## config.mk

```make
export PLATFORM = sky130hd
export DESIGN_NAME = uart_alu_interface
export DESIGN_NICKNAME = d
export VERILOG_FILES = /design/src/rtl/uart_alu_interface.sv
export SDC_FILE = /design/constraint.sdc
export NUM_CORES = 1
export LEC_CHECK = 0
export CAP_MARGIN = 30
export CORE_MARGIN = 2
export CORE_UTILIZATION = 25
export CTS_CLUSTER_SIZE = 30
export DETAILED_ROUTE_END_ITERATION = 10
export GPL_ROUTABILITY_DRIVEN = 0
export PLACE_DENSITY_LB_ADDON = 0.12
export SETUP_SLACK_MARGIN = 0.05
export SYNTH_ARGS = -nofsm -noshare
export SYNTH_HDL_FRONTEND = slang
export SYNTH_SLANG_ARGS = --single-unit
```

## constraint.sdc

```tcl
create_clock -name i_clk -period 1.72 [get_ports i_clk]
set_clock_uncertainty 0.05 [all_clocks]
set_input_delay 0.344 -clock i_clk [delete_from_list [all_inputs] [get_ports i_clk]]
set_output_delay 0.344 -clock i_clk [all_outputs]
set_load 0.03 [all_outputs]
```

## src/rtl/uart_alu_interface.sv

```systemverilog
// Command sequencer between the UART RX/TX FIFOs and the combinational ALU:
// pops A, B and opcode bytes, runs the ALU, pushes the result byte.
module uart_alu_interface #(
    parameter int NB_DATA  = 8,
    parameter int NB_OP    = 6,
    parameter int NB_COUNT = 8
) (
    input  logic                i_clk,
    input  logic                i_reset,
    input  logic                i_fiforx_EMPTY,
    input  logic [NB_DATA-1:0]  i_fiforx_READDATA,
    output logic                o_fiforx_READ,
    input  logic                i_fifotx_FULL,
    output logic                o_fifotx_WRITE,
    output logic [NB_DATA-1:0]  o_fifotx_WRITEDATA,
    output logic [NB_DATA-1:0]  o_alu_A,
    output logic [NB_DATA-1:0]  o_alu_B,
    output logic [NB_OP-1:0]    o_alu_OP,
    input  logic [NB_DATA-1:0]  i_alu_RESULT,
    output logic                o_busy,
    output logic [NB_COUNT-1:0] o_opcount,
    output logic [2:0]          o_state
);

    localparam logic [2:0] S_GET_A  = 3'd0;
    localparam logic [2:0] S_GET_B  = 3'd1;
    localparam logic [2:0] S_GET_OP = 3'd2;
    localparam logic [2:0] S_EXEC   = 3'd3;
    localparam logic [2:0] S_SEND   = 3'd4;

    logic [2:0]          state_q, state_d;
    logic [NB_DATA-1:0]  a_q, a_d;
    logic [NB_DATA-1:0]  b_q, b_d;
    logic [NB_OP-1:0]    op_q, op_d;
    logic [NB_DATA-1:0]  wdata_q, wdata_d;
    logic [NB_COUNT-1:0] count_q, count_d;
    logic                in_get;
    logic                rx_pop;
    logic                tx_push;

    // FIFO handshake: a byte moves at an edge where READ (WRITE) is high;
    // READ is only raised while EMPTY is low and WRITE only while FULL is low.
    assign in_get  = (state_q == S_GET_A) || (state_q == S_GET_B) || (state_q == S_GET_OP);
    assign rx_pop  = !i_reset && in_get && !i_fiforx_EMPTY;
    assign tx_push = !i_reset && (state_q == S_SEND) && !i_fifotx_FULL;

    always_comb begin
        state_d = state_q;
        a_d     = a_q;
        b_d     = b_q;
        op_d    = op_q;
        wdata_d = wdata_q;
        count_d = count_q;
        case (state_q)
            S_GET_A: begin
                if (!i_fiforx_EMPTY) begin
                    a_d     = i_fiforx_READDATA;
                    state_d = S_GET_B;
                end
            end
            S_GET_B: begin
                if (!i_fiforx_EMPTY) begin
                    b_d     = i_fiforx_READDATA;
                    state_d = S_GET_OP;
                end
            end
            S_GET_OP: begin
                if (!i_fiforx_EMPTY) begin
                    op_d    = i_fiforx_READDATA[NB_OP-1:0];
                    state_d = S_EXEC;
                end
            end
            S_EXEC: begin
                wdata_d = i_alu_RESULT;
                state_d = S_SEND;
            end
            S_SEND: begin
                if (!i_fifotx_FULL) begin
                    count_d = count_q + NB_COUNT'(1);
                    state_d = S_GET_A;
                end
            end
            default: state_d = S_GET_A;
        endcase
    end

    always_ff @(posedge i_clk) begin
        if (i_reset) begin
            state_q <= S_GET_A;
            a_q     <= '0;
            b_q     <= '0;
            op_q    <= '0;
            wdata_q <= '0;
            count_q <= '0;
        end else begin
            state_q <= state_d;
            a_q     <= a_d;
            b_q     <= b_d;
            op_q    <= op_d;
            wdata_q <= wdata_d;
            count_q <= count_d;
        end
    end

    assign o_fiforx_READ      = rx_pop;
    assign o_fifotx_WRITE     = tx_push;
    assign o_fifotx_WRITEDATA = wdata_q;
    assign o_alu_A            = a_q;
    assign o_alu_B            = b_q;
    assign o_alu_OP           = op_q;
    assign o_busy             = (state_q != S_GET_A);
    assign o_opcount          = count_q;
    assign o_state            = state_q;

endmodule

```

==> qor.txt, run 1 <==
FMAX = 536 MHz
Core Footprint = 6390 µm²
initial antenna violation count = 0
post-route ant nets = 0
syn avg cell area = 9.57 µm²
crit path from = o_state[1]
Setup WS post-layout = -0.144 ns
Compound-Gate Fraction of Synth Area = 7.48%
Buf/Inv on CP = 1
P_sw = 559 µW
CP Capture Type = primary output
VDD IR max = 0.000441 V
Reg power frac = 46.5%
critical path, cell by cell = or4b_4 > nor2_4 > buf_6
Vias = 1,486
Reg clk slew, reported paths = 0.09 ns
CTS tree = done
RSZ-0062 raised after global routing = true
initial core utilization = 25.9%
Via density = 4.48
DRT Pass-1 Iters = 4
Seq cells post-synth = 41
hold crit path type = register to register
Port Buffer Count = 63
commonest non-fill, non-tap cell in the layout = dlygate4sd2_1
Max stage delay on crit path = 0.58 ns
GRT Util Overall = 12.5%
Routed wire per std cell = 13.3 µm
number of distinct library cells after synthesis = 27
DR DRC count = 0
DIE WIDTH = 85.4 µm
Rel. slew slack = 76.6%
pwr dens = 800 nW/µm²
min cycle time layout = 1.86 ns
failing checks = setup timing
critical path type = register to primary output
worst reg2reg path startpoint = o_state[1]
Slew @ Worst Pin = 0.353 ns
Placed Cells = 313
post-place setup slack = -0.515 ns
Crit-path slowest cell = or4b_4
Site Rows = 29
worst-path maximum fanout = 3
CP required = 1.33 ns
Final Hold Vio Count = 0
largest net degree at the start of global routing = 24
number of buffers created by CTS = 5
post-synthesis sequential area ratio = 49.6%
Ports = 64
Simple-Gate Fraction of Synth Area = 22.2%
final WL = 4.40 mm
Hold Buf Count CTS = 0
largest family of logic cells by synthesized area = simple AND/OR/NAND/NOR gates
Logic pwr share = 15.6%
Synth-to-Final Area Change = 60.7%
share of layout cells above drive strength 1 = 19.6%
Clock power frac = 37.9%
Synth Cell Area = 1660 µm²
Final Net Count = 275
total die area = 7290 µm²
Inserted Diodes = 0
y dimension of the die = 85.4 µm
Final setup viols = 7
first-pass GRT wire length = 6.96 mm
Max Buffers Root-to-Sink = 2
Pleak = 1.25 nW
Final Non-Filler Cells = 332
period utilization = 108%
Final Max Tran Viols = 0
sw frac = 26.3%
clock sink count = 41
post-DP HPWL = 2.96 mm
Congestion Overflow GR = 0
outcome = finished with violations
initial DRC count = 44
syn nets = 194
Worst path top cell family by delay = simple AND/OR/NAND/NOR gates
min-delay src = o_alu_B[1]
CP Launch Type = register
Post-Synth Adder-Cell Area = 0.756%
vias in the first global route = 1,389
xor and xnor fraction of the mapped netlist area = 0.529%
multiplexer share of the synthesized area = 14.6%
MaxCap Viol Count = 0
H-tree levels = 2
CTS root buf = clkbuf_8
worst-skew pair later-pin latency = 0.30 ns
WP data arrival = 1.47 ns
most frequent cells in the layout = dlygate4sd2_1, dfxtp_1, nor2_1, mux2i_1, nand2_1
synth warn = 0
Syn Inst Count = 173
Int Pwr = 1.57 mW
[cell usage after synthesis (all sizes together)]
cell	count	share of area, %
nand4	1	0.38
xor2	1	0.53
a21oi	16	4.8
nand3	2	0.60
nand3b	1	0.45
o31ai	4	1.8
clkbuf	7	1.6
nor2b	3	1.1
mux2i	23	14
buf	5	2.3
mux2	1	0.68
or4b	2	1.4
nor4b	2	1.8
dfxtp	41	50
a2111oi	1	0.53
or4	4	1.8
o21ai	1	0.30
nor4	2	2.6
nor2	28	6.3
nor3	2	0.60
nand2	19	4.3
inv	4	0.91
ha	1	0.76
or3	2	0.76
[path summary, 6_finish.rpt]
check                   end  slack (ns)  cells after the start
max          o_fifotx_WRITE       -0.14                      3
min              o_alu_B[1]        0.41                      2
max reg2reg    o_opcount[3]       -0.11                      4
min reg2reg      o_alu_B[1]        0.41                      2
[tightest hold or removal path, stage by stage (launching register included)]
cell and delay (ns):
dfxtp_1 0.32, nand2_1 0.05, a21oi_1 0.05
[registers in the layout (all words and copies together) (netlist names)]
name	count
o_alu_OP	6
o_state	3
o_opcount	8
o_alu_A	8
o_fifotx_WRITEDATA	8
o_alu_B	8
[power by group through the flow]
stage | Combinational, mW | Clock (mW) | Sequential, mW
floorplan | 0.115 | 0 | 1.07
global placement | 0.321 | 0 | 1.01
detailed placement | 0.321 | 0 | 1.01
CTS | 0.311 | 0.828 | 0.989
global route | 0.354 | 0.873 | 0.994
finish | 0.332 | 0.807 | 0.989
[layer usage]
layer | vias up | part of all wire [%] | global-route usage (%)
met3 | 6 | 7.6 | 5.45
met5 | - | 0 | 0
met4 | 0 | 1.4 | 4.33
met1 | 683 | 46 | 16.1
li1 | 761 | - | -
met2 | 36 | 45 | 18.6
[through the flow]
stage          power (mW)  setup TNS, ns  hold slack [ns]  utilization (%)  cell area (µm²)
6_report             2.13         -0.514            0.408             41.7             2660
5_1_grt              2.22         -0.821            0.433             41.7             2660
4_1_cts              2.13         -0.526            0.408             40.4             2580
3_5_place_dp         1.33          -6.09            0.399             38.3             2450
3_3_place_gp         1.33          -5.76            0.393             38.3             2450
2_1_floorplan        1.18              0            0.430                -             1700
[cell families after synthesis]
group | count (synthesis)
AND/OR/NAND/NOR | 68
flip-flops | 41
multiplexers | 24
AO/OA/AOI/OAI | 22
buffers and inverters | 16
XOR/XNOR | 1
adder cells (fa/ha/maj) | 1
[final cells by class]
cell class	instances	area, µm²
tap	77	96.3
clock inverter	2	38.8
clock buffer	6	72.6
fill	657	3730
sequential	41	832
multi-input combinational	116	801
timing repair buffer	86	805
inverter	4	15.0
[repair_timing]
| action | 4_1_cts | 5_1_grt |
|---|---|---|
| endpoints found under the setup margin | 50 | 22 |
| gates resized for setup | 52 | 8 |
| buffers inserted | 5 | 5 |
| gates cloned | 0 | 1 |
| pin swaps | 7 | 5 |
Power figures use the tool's default switching activity.
==> run 2: changes to the inputs <==
Settings changed: CORE_MARGIN 2 to default.
==> qor.txt, run 2 (same netlist as run 1, synthesis figures left out) <==
outcome = finished with violations
failing checks = setup timing
critical path type = register to primary output
Setup WS post-layout = -0.206 ns (-0.0614 ns)
Crit-path slowest cell = or4b_4
MaxCap Viol Count = 0 (unchanged)
post-route ant nets = 0 (unchanged)
final WL = 4.36 mm (-1.0%)
CP Capture Type = primary output
clock sink count = 41 (unchanged)
Pleak = 1.23 nW (-1.6%)
Reg clk slew, reported paths = 0.08 ns (about the same)
RSZ-0062 raised after global routing = true
most frequent cells in the layout = dlygate4sd2_1, dfxtp_1, nor2_1, mux2i_1, nand2_1
DR DRC count = 0 (unchanged)
Met1 Wirelength = 2.09 mm (+2.5%)
most used cell along the critical path = buf_6
initial antenna violation count = 0 (unchanged)
critical path, cell by cell = or4b_4 > buf_6 > nor2_4 > buf_6
largest net degree at the start of global routing = 23 (-4.2%)
Congestion Overflow GR = 0 (unchanged)
Max Buffers Root-to-Sink = 2 (unchanged)
post-DP HPWL = 2.91 mm (-1.6%)
initial core utilization = 25.9% (unchanged)
post-route cell area = 2640 µm² (-0.61%)
vias in the first global route = 1,381 (-0.58%)
Final setup viols = 6 (-1)
Inserted Diodes = 0 (unchanged)
Cell Area, Placed = 2460 µm² (+0.31%)
DIE WIDTH = 83.4 µm (-2.3%)
y dimension of the die = 83.4 µm (-2.3%)
CTS tree = done
Routed wire per std cell = 13.2 µm (-0.14%)
Final Non-Filler Cells = 329 (-0.90%)
DRT Pass-1 Iters = 4 (unchanged)
initial DRC count = 51 (+16%)
hold crit path type = register to register
post-place setup slack = -0.484 ns (+0.0317 ns)
Final Net Count = 272 (-1.1%)
DR WL met2 = 1.94 mm (-1.9%)
commonest non-fill, non-tap cell in the layout = dlygate4sd2_1
Ports = 64 (unchanged)
number of buffers created by CTS = 5 (unchanged)
Vias = 1,457 (-2.0%)
H-tree levels = 2 (unchanged)
min cycle time layout = 1.93 ns (+0.0614 ns)
WP data arrival = 1.53 ns (+0.06 ns)
share of layout cells above drive strength 1 = 20.2% (+0.63 points)
FF-to-FF setup slack = -0.20 ns (-0.09 ns)
Final Hold Vio Count = 0 (unchanged)
routed wl met3 = 291 µm (-13%)
CTS root buf = clkbuf_8
Synth-to-Final Area Change = 59.7%
Via density = 4.43 (-1.1%)
Hold Buf Count CTS = 0 (unchanged)
Site Rows = 29 (unchanged)
FMAX = 519 MHz (-3.2%)
Core Footprint = 6390 µm² (unchanged)
Worst path top cell family by delay = simple AND/OR/NAND/NOR gates
final core utilization = 41.4% (-0.25 points)
Rel. slew slack = 76.8% (+0.20 points)
fill count = 666 (+1.4%)
DR top layer = met4
total die area = 6950 µm² (-4.6%)
VDD IR max = 0.000340 V (-23%)
GRT Util Overall = 12.6% (+0.16 points)
Final Max Tran Viols = 0 (unchanged)
period utilization = 112% (+3.6 points)
Multi-input gate area = 825 µm² (+3.0%)
Slew @ Worst Pin = 0.350 ns (-0.00296 ns)
Placed Cells = 314 (+0.32%)
CP Launch Type = register
worst-path maximum fanout = 3 (unchanged)
CP required = 1.33 ns (about the same)
pwr dens = 791 nW/µm² (-1.1%)
Max stage delay on crit path = 0.56 ns (-0.02 ns)
Buf/Inv on CP = 2 (+1)
first-pass GRT wire length = 6.96 mm (unchanged)
Port Buffer Count = 63 (unchanged)
worst-skew pair later-pin latency = 0.29 ns (about the same)
Reg area = 832 µm² (unchanged)
## run 2: power breakdown
part           internal [mW]  switching (mW)
clock                  0.436           0.348
sequential             0.974          0.0145
combinational          0.145           0.173
## run 2: routing by layer
metal	vias to the layer above	track usage, %
met5	-	0
met4	0	4.23
met3	5	4.57
met2	42	20.1
met1	660	15.7
li1	750	-
## run 2: what timing repair did
item / CTS / global route
pin swaps: 9 / 3
buffers inserted: 7 / 1
cloned: 0 / 0
hold endpoints to repair: 0 / 0
gates resized for setup: 61 / 8
setup endpoints to repair: 52 / 16
## run 2: per-stage QoR
stage / total power, mW / setup TNS (ns) / hold WS [ns]
after floorplan: 1.18 / 0 / 0.430
after global placement: 1.33 / -6.36 / 0.385
after detailed placement: 1.33 / -5.98 / 0.381
after CTS: 2.12 / -1.10 / 0.402
after global routing: 2.18 / -1.29 / 0.434
final: 2.09 / -0.973 / 0.409
## run 2: path summary, 6_finish.rpt
path | from | end | cells after the start
worst min register to register | o_alu_B[2] | o_alu_B[2] | 2
worst max register to register | o_state[1] | o_opcount[6] | 5
worst min-delay path | o_alu_B[2] | o_alu_B[2] | 2
worst max-delay path | o_state[1] | o_fifotx_WRITE | 4
## run 2: area by class of cell
| cell class | count | share of cell area, % |
|---|---|---|
| clock buffers | 6 | 2.74 |
| clock inverters | 2 | 1.47 |
| inverters | 4 | 0.568 |
| multi-input cells | 116 | 31.2 |
| flip-flops and latches | 41 | 31.5 |
| well taps | 77 | 3.64 |
| repair buffers | 83 | 28.9 |
## run 2: worst register-to-register path, stage by stage, from the launching register on
cell and delay (ns):
dfxtp_4 0.34, or4b_4 0.56, buf_4 0.16, buf_6 0.13
or4_4 0.51, a21oi_2 0.12
==> run 3: changes to the inputs <==
Settings changed: GPL_TIMING_DRIVEN from default to 0, TNS_END_PERCENT from default to 30.
==> qor.txt, run 3 (same netlist as run 1, synthesis figures left out) <==
share of layout cells above drive strength 1 = 17.1% (-3.2 points)
Inserted Diodes = 0 (unchanged)
initial core utilization = 25.9% (unchanged)
post-route cell area = 2620 µm² (-1.0%)
commonest non-fill, non-tap cell in the layout = dlygate4sd2_1
WP data arrival = 1.56 ns (+0.03 ns)
Synth-to-Final Area Change = 58.0%
crit path from = o_state[1]
CP Capture Type = primary output
Final Net Count = 272 (unchanged)
FF-to-FF setup slack = -0.15 ns (+0.05 ns)
Via density = 4.43 (unchanged)
MaxCap Viol Count = 0 (unchanged)
Ports = 64 (unchanged)
min cycle time layout = 1.96 ns (+0.0296 ns)
initial antenna violation count = 0 (unchanged)
DR DRC count = 0 (unchanged)
Site Rows = 29 (unchanged)
y dimension of the die = 83.4 µm (unchanged)
critical path, cell by cell = or4b_4 > buf_8 > nor2_4 > buf_6
Final Max Tran Viols = 0 (unchanged)
clock sink count = 41 (unchanged)
fill count = 674 (+1.2%)
Critical R2R Capture = o_opcount[5]
pwr dens = 744 nW/µm² (-5.9%)
post-route ant nets = 0 (unchanged)
Cell Area, Placed = 2400 µm² (-2.1%)
Routed wire per std cell = 13.1 µm (-1.1%)
GRT Util Overall = 13.1% (+0.48 points)
crit path to = o_fifotx_WRITE
most frequent cells in the layout = dlygate4sd2_1, dfxtp_1, nor2_1, mux2i_1, nand2_1
initial DRC count = 28 (-45%)
first-pass GRT wire length = 7.09 mm (+1.9%)
final WL = 4.31 mm (-1.1%)
outcome = finished with violations
worst reg2reg path startpoint = o_state[1]
worst reg-to-reg path cell count = 5 (unchanged)
DRT Pass-1 Iters = 4 (unchanged)
Max stage delay on crit path = 0.56 ns (about the same)
CP required = 1.33 ns (about the same)
Hold Buf Count CTS = 0 (unchanged)
Slew @ Worst Pin = 0.628 ns (+0.278 ns)
CTS root buf = clkbuf_8
Setup WS post-layout = -0.235 ns (-0.0296 ns)
hold crit path type = register to register
Max Buffers Root-to-Sink = 2 (unchanged)
CTS tree = done
period utilization = 114% (+1.7 points)
CP Launch Type = register
largest net degree at the start of global routing = 15 (-35%)
total die area = 6950 µm² (unchanged)
Pleak = 1.20 nW (-2.3%)
RSZ-0062 raised after global routing = true
Rel. slew slack = 58.1% (-19 points)
TNS Setup = -1.05 ns (-0.0730 ns)
VDD IR max = 0.000393 V (+16%)
Port Buffer Count = 61 (-3.2%)
Final Hold Vio Count = 0 (unchanged)
number of buffers created by CTS = 5 (unchanged)
FMAX = 511 MHz (-1.5%)
Reg clk slew, reported paths = 0.08 ns (about the same)
vias in the first global route = 1,405 (+1.7%)
H-tree levels = 2 (unchanged)
min-delay src = o_alu_B[6]
post-DP HPWL = 2.97 mm (+2.0%)
Congestion Overflow GR = 0 (unchanged)
Vias = 1,457 (unchanged)
DIE WIDTH = 83.4 µm (unchanged)
worst-path maximum fanout = 2 (-1)
Hold Path Depth = 2 (unchanged)
post-place setup slack = -0.999 ns (-0.515 ns)
failing checks = setup timing
Crit-path slowest cell = or4b_4
Final setup viols = 9 (+3)
Core Footprint = 6390 µm² (unchanged)
critical path type = register to primary output
worst-skew pair later-pin latency = 0.30 ns (about the same)
-- run 3: changes by cell type in the layout (fill, tap and decap cells not counted), moves of 3 or more --
cell | previous run | this run
clkbuf_1 | 1 | 6
buf_4 | 12 | 9
buf_6 | 9 | 4
buf_8 | 1 | 4
-- run 3: critical path: cells and delay by family (launching register included) --
kind / cells / cell delay [ns]
DFF: 1 / 0.34
buffers and inverters: 2 / 0.28
and+or+nand+nor: 2 / 0.65
-- run 3: cell type report --
cell class | instances | area (µm²) | area share (%)
sequential | 41 | 832 | 31.8
multi-input combinational | 116 | 832 | 31.8
timing repair buffer | 72 | 662 | 25.3
tap | 77 | 96.3 | 3.68
buffer | 11 | 87.6 | 3.35
clock buffer | 5 | 68.8 | 2.63
clock inverter | 3 | 22.5 | 0.861
inverter | 4 | 15.0 | 0.574
-- run 3: metrics by stage --
stage / hold WS, ns / cells / util (%) / total power [mW]
after floorplan: 0.430 / 173 / - / 1.18
after global placement: 0.392 / 311 / 37.6 / 1.32
after detailed placement: 0.400 / 311 / 37.6 / 1.32
after CTS: 0.409 / 324 / 39.8 / 1.97
after global routing: 0.416 / 329 / 41.0 / 2.05
final: 0.402 / 329 / 41.0 / 1.95
-- run 3: what timing repair did --
action,CTS,global route
pin swaps,5,16
buffers inserted,6,6
endpoints found under the setup margin,72,24
gates resized for setup,73,6
-- run 3: worst min-delay path by stage --
stage,to,slack [ns]
finish,o_alu_B[6],0.40
global route,o_alu_B[6],0.42
CTS,o_alu_B[5],0.41
detailed placement,o_alu_B[6],0.40
global placement,o_alu_B[4],0.39
floorplan,o_alu_B[0],0.43
-- run 3: power by group --
| group | internal, mW | leakage (nW) | switching, mW | total [mW] |
|---|---|---|---|---|
| combinational | 0.144 | 0.815 | 0.173 | 0.317 |
| clock | 0.288 | 0.0481 | 0.353 | 0.641 |
| sequential | 0.974 | 0.335 | 0.0154 | 0.990 |
| total | 1.41 | 1.20 | 0.542 | 1.95 |
-- run 3: routing by layer --
layer	share of wire, %	wire [µm]	GRT usage (%)	vias to the layer above
li1	-	-	-	746
met1	48	2080	16.9	663
met2	44	1900	20.4	41
met3	6.2	266	3.98	7
met4	1.3	58	5.17	0
met5	0	0	0	-
